`config.mk`:
```
export PLATFORM = sky130hd
export DESIGN_NAME = ddr_req_responder
export DESIGN_NICKNAME = d
export VERILOG_FILES = /design/src/rtl/ddr_req_responder.sv
export SDC_FILE = /design/constraint.sdc
export NUM_CORES = 1
export LEC_CHECK = 0
export BUFFER_PORTS_ARGS = -buffer_cell sky130_fd_sc_hd__clkbuf_2
export CELL_PAD_IN_SITES_DETAIL_PLACEMENT = 0
export CELL_PAD_IN_SITES_GLOBAL_PLACEMENT = 1
export CORE_MARGIN = 5
export CORE_UTILIZATION = 39
export CTS_BUF_LIST = sky130_fd_sc_hd__clkbuf_4 sky130_fd_sc_hd__clkbuf_8
export CTS_CLUSTER_SIZE = 40
export DETAILED_ROUTE_END_ITERATION = 8
export PLACE_DENSITY = 0.87
export SYNTH_ARGS = -nofsm -noshare
export SYNTH_HDL_FRONTEND = slang
export SYNTH_SLANG_ARGS = --single-unit
```
`constraint.sdc`:
```
create_clock -name clk -period 4.7 [get_ports clk]
set_input_delay 0.47 -clock clk [delete_from_list [all_inputs] [get_ports clk]]
set_output_delay 0.47 -clock clk [all_outputs]
set_load 0.02 [all_outputs]
```
`src/rtl/ddr_req_responder.sv`:
```
// Responder for the DDR2 traffic-gen request interface: counts accepted write/read requests
// and drains them one command at a time to the memory port. Optional stats: DDR_RESP_STATS_EN.
module ddr_req_responder #(
  parameter  int WQ_DEPTH = 4,
  parameter  int RQ_DEPTH = 4,
  localparam int CW = $clog2(((WQ_DEPTH > RQ_DEPTH) ? WQ_DEPTH : RQ_DEPTH) + 1)
) (
  input  logic          clk,
  input  logic          reset,
  input  logic          enable,
  input  logic          mode,
  input  logic          write_req,
  input  logic          read_req,
  output logic          write_allowed,
  output logic          read_allowed,
  output logic          writes_pending,
  output logic          reads_pending,
  output logic [CW-1:0] wr_count,
  output logic [CW-1:0] rd_count,
  output logic          mem_cmd_valid,
  output logic          mem_cmd_wr,
  input  logic          mem_cmd_ready,
  input  logic          mem_done,
`ifdef DDR_RESP_STATS_EN
  output logic [31:0]   wr_accepted,
  output logic [31:0]   rd_accepted,
  output logic [31:0]   stall_cycles,
`endif
  output logic          req_dropped
);

  typedef enum logic [1:0] {IDLE, ISSUE, WAIT_DONE} state_t;

  localparam logic [CW-1:0] WQ_MAX = CW'(WQ_DEPTH);
  localparam logic [CW-1:0] RQ_MAX = CW'(RQ_DEPTH);
  localparam logic [CW-1:0] ONE    = CW'(1);

  state_t        state_q, state_d;
  logic [CW-1:0] wr_count_q, wr_count_d;
  logic [CW-1:0] rd_count_q, rd_count_d;
  logic          cur_wr_q, cur_wr_d;
  logic          last_wr_q, last_wr_d;
  logic          valid_q, valid_d;
  logic          cmd_wr_q, cmd_wr_d;
  logic          dropped_q, dropped_d;

  logic wr_acc, rd_acc, wr_ret, rd_ret, sel_wr;

  assign write_allowed  = enable & ~reset & (wr_count_q != WQ_MAX);
  assign read_allowed   = enable & ~reset & (rd_count_q != RQ_MAX);
  assign writes_pending = (wr_count_q != '0);
  assign reads_pending  = (rd_count_q != '0);
  assign wr_count       = wr_count_q;
  assign rd_count       = rd_count_q;
  assign mem_cmd_valid  = valid_q;
  assign mem_cmd_wr     = cmd_wr_q;
  assign req_dropped    = dropped_q;

  always_comb begin
    wr_acc     = write_req & write_allowed;
    rd_acc     = read_req & read_allowed;
    wr_ret     = (state_q == WAIT_DONE) & mem_done & cur_wr_q;
    rd_ret     = (state_q == WAIT_DONE) & mem_done & ~cur_wr_q;
    wr_count_d = wr_count_q;
    rd_count_d = rd_count_q;
    state_d    = state_q;
    cur_wr_d   = cur_wr_q;
    last_wr_d  = last_wr_q;
    valid_d    = valid_q;
    cmd_wr_d   = cmd_wr_q;
    dropped_d  = dropped_q | (write_req & ~write_allowed) | (read_req & ~read_allowed);
    sel_wr     = 1'b0;

    if (wr_acc && !wr_ret)      wr_count_d = wr_count_q + ONE;
    else if (!wr_acc && wr_ret) wr_count_d = wr_count_q - ONE;
    if (rd_acc && !rd_ret)      rd_count_d = rd_count_q + ONE;
    else if (!rd_acc && rd_ret) rd_count_d = rd_count_q - ONE;

    case (state_q)
      IDLE: begin
        // Nothing is in flight in IDLE, so the counts are exactly the queued work.
        if (wr_count_q != '0 || rd_count_q != '0) begin
          if (wr_count_q == '0)      sel_wr = 1'b0;
          else if (rd_count_q == '0) sel_wr = 1'b1;
          else                       sel_wr = mode ? 1'b1 : ~last_wr_q;
          valid_d   = 1'b1;
          cmd_wr_d  = sel_wr;
          cur_wr_d  = sel_wr;
          last_wr_d = sel_wr;
          state_d   = ISSUE;
        end
      end
      ISSUE: begin
        if (mem_cmd_ready) begin
          valid_d = 1'b0;
          state_d = WAIT_DONE;
        end
      end
      WAIT_DONE: begin
        if (mem_done) state_d = IDLE;
      end
      default: state_d = IDLE;
    endcase
  end

  always_ff @(posedge clk) begin
    if (reset) begin
      state_q    <= IDLE;
      wr_count_q <= '0;
      rd_count_q <= '0;
      cur_wr_q   <= 1'b0;
      last_wr_q  <= 1'b0;
      valid_q    <= 1'b0;
      cmd_wr_q   <= 1'b0;
      dropped_q  <= 1'b0;
    end else begin
      state_q    <= state_d;
      wr_count_q <= wr_count_d;
      rd_count_q <= rd_count_d;
      cur_wr_q   <= cur_wr_d;
      last_wr_q  <= last_wr_d;
      valid_q    <= valid_d;
      cmd_wr_q   <= cmd_wr_d;
      dropped_q  <= dropped_d;
    end
  end

`ifdef DDR_RESP_STATS_EN
  logic [31:0] wr_acc_q, wr_acc_d, rd_acc_q, rd_acc_d, stall_q, stall_d;

  always_comb begin
    wr_acc_d = wr_acc_q + {31'd0, wr_acc};
    rd_acc_d = rd_acc_q + {31'd0, rd_acc};
    stall_d  = stall_q + {31'd0, (state_q == ISSUE) & ~mem_cmd_ready};
  end

  always_ff @(posedge clk) begin
    if (reset) begin
      wr_acc_q <= '0;
      rd_acc_q <= '0;
      stall_q  <= '0;
    end else begin
      wr_acc_q <= wr_acc_d;
      rd_acc_q <= rd_acc_d;
      stall_q  <= stall_d;
    end
  end

  assign wr_accepted  = wr_acc_q;
  assign rd_accepted  = rd_acc_q;
  assign stall_cycles = stall_q;
`endif

endmodule

```
==> flow_summary.toml <==
[global_route]
grt_pass1_wl_um = 2139
grt_max_degree = 13
grt_pass1_vias = 501
grt_util_all_layers_pct = 11.13
grt_antenna_before_repair = 0
grt_overflow = 0

[pwr]
clockPowerShare_pct = 25.4
power_frac_comb_pct = 30.5
p_leak_nw = 0.3397
pwr_density_cell_mw_per_mm2 = 376.7
switchingPower_w = 0.00009671
intPower_w = 0.0001809
ir_drop_mv = 0.1283
p_sw_share_pct = 34.84
p_seq_share_pct = 44.1

[die]
die_h_um = 49.08
initial_core_util_pct = 40.48
dieArea_mm2 = 0.002409
core_area_mm2 = 0.001471
rows = 14
fp.dieW_um = 49.08
io_pins = 21

[worst_setup_path]
crit_chain = "clkbuf_2 > nand2b_1 > a21oi_1 > and2_1 > ha_1 > inv_1 > fa_1 > xor2_1 > or3_1 > a21oi_1"
crit_family = "simple AND/OR/NAND/NOR gates"
start_kind = "primary input"
end_kind = "flop"
path_class = "in -> reg"
crit_fanout = 12
critPathSlowestCell = "fa_1"
critPathMaxStageDelay_ps = 380
cpMostUsedCell = "a21oi_1"
crit_buf_inv = 2
worst-endpoint-required_ps = 4890
cp.arrival_ps = 2430

[cts]
insertion_delay_ps = 260
holdBufCountCts = 0
max-clock-path-buffers = 2
cts_resized = 0
cts_tree = "done"
cts_root_buffer = "clkbuf_4"
htreeDepth = 1
path_clk_slew_ps = 70
numClockSinks = 11
cts_made_buffers = 3
cts_setup_buffers = 0

[sta]
clock_skew_ps = 0.4324
fmax_mhz = 447.1
slew_headroom_pct = 79.96
rsz0062_at_grt = "false"
slew_viol_final = 0
tightest_slew_ps = 293.0
finalHoldViolCount = 0
worst_hold_slack_ps = 442.2
tns_ps = 0
period_share_pct = 47.58
setup_viol = 0
post-route-min-period_ps = 2236

[detailed_routing]
antenna_left = 0
avgRoutedWirePerCell_um = 12.00
drtIter0Drc = 9
drc = 0
first_pass_iters = 4
wirelength_um = 1260
vias = 546
viasPerCell = 5.200

[synthesis]
syn_area_per_cell_um2 = 8.889
yosys.cell_count.top_type = "dfxtp_1"
seq_area_frac_synth_pct = 36.97
synth_top_cell_area_share_pct = 36.97
synthTopCellsByArea = "dfxtp_1 (37%), fa_1 (6.7%), a21oi_1 (5.9%)"
netlist_area_um2 = 595.6
netlist_instances = 67
syn-num-nets = 79
synth_top_area_cell = "dfxtp_1"
synthTopCellsByCount = "dfxtp_1 (11), nor2_1 (8), a21oi_1 (7)"
yosysUniqueCellTypes = 26
yosysWarnings = 0
ys_async_sr_fraction_pct = 0
synthFlopType = "dfxtp_1"
ys_seq_elements = 11
synth-edff-count = 0

[run]
maxCapViolations = 0

[status]
status = "finished clean"

[cells_and_area]
num-fill-cells = 169
syn_to_final_growth_pct = 23.74
drive_gt1_share_pct = 29.21
diodes = 0
fin_util_pct = 50.09
nets = 102

[placed_design]
post-dp-hpwl_um = 953
gp_congestion = 0.7351
portBuffers = 20

[min_path]
hold_path.class = "in -> reg"
-- metrics by stage --
| step | total power, W | cells | cell area, um^2 | setup slack, ps |
|---|---|---|---|---|
| after floorplan | 0.0001845 | 67 | 595.6 | 2262 |
| after global placement | 0.0002085 | 101 | 706.9 | 2244 |
| after detailed placement | 0.0002101 | 101 | 706.9 | 2218 |
| after CTS | 0.0002805 | 105 | 737.0 | 2480 |
| after global routing | 0.0002981 | 105 | 737.0 | 2316 |
| final | 0.0002776 | 105 | 737.0 | 2464 |
-- power groups by stage --
stage                      clock, W  combinational, W  sequential [W]
after global routing      0.0000778         0.0000945        0.000126
after CTS                 0.0000719         0.0000860        0.000122
after floorplan                   0         0.0000552        0.000129
after detailed placement          0         0.0000857        0.000124
after global placement            0         0.0000848        0.000124
final                     0.0000704         0.0000848        0.000122
-- per-layer routing --
metal	wire [um]	part of all wire, %	track usage, %
met1	610	48	14.76
met2	562	45	15.88
met3	78	6.2	3.670
met4	8	0.63	5.381
met5	0	0	0
-- final timing paths --
path	startpoint	end	cells after the start	slack, ps
max	reset	rd_count[2]	10	2460
min	mem_cmd_ready	state_q[0]	2	440
max reg2reg	rd_count[0]	rd_count[2]	9	2540
min reg2reg	wr_count[2]	wr_count[2]	2	520
-- cells in the final DEF, fill, tap and decap left out, types with 3 or more instances in the layout --
| cell type | instances |
|---|---|
| clkbuf_2 | 20 |
| dfxtp_1 | 11 |
| nor2_1 | 8 |
| a21oi_1 | 7 |
| o21ai_0 | 5 |
| or3_1 | 4 |
| xor2_1 | 4 |
| clkbuf_4 | 4 |
| and2_1 | 3 |
-- sequential cells by signal, indices dropped and copies added (netlist names) --
register       flops
wr_count           3
rd_count           3
req_dropped        1
state_q            2
mem_cmd_valid      1
mem_cmd_wr         1
-- layout make-up --
class | count | area [um^2] | share of cell area, %
multi-input combinational | 52 | 359.1 | 48.73
sequential | 11 | 220.2 | 29.88
inverter | 2 | 7.507 | 1.019
clock buffer | 4 | 30.03 | 4.075
tap | 16 | 20.02 | 2.716
timing repair buffer | 20 | 100.1 | 13.58
-- kinds of logic after synthesis --
| kind of cell | after synthesis | share of synthesized area, % |
|---|---|---|
| AND/OR/NAND/NOR | 25 | 23.11 |
| AO/OA/AOI/OAI | 17 | 17.02 |
| flip-flops | 11 | 36.97 |
| XOR/XNOR | 4 | 5.882 |
| buffers and inverters | 4 | 2.730 |
| adder cells (fa/ha/maj) | 4 | 10.92 |
| multiplexers | 2 | 3.361 |
Note: power is estimated with default switching activity, not from simulation.
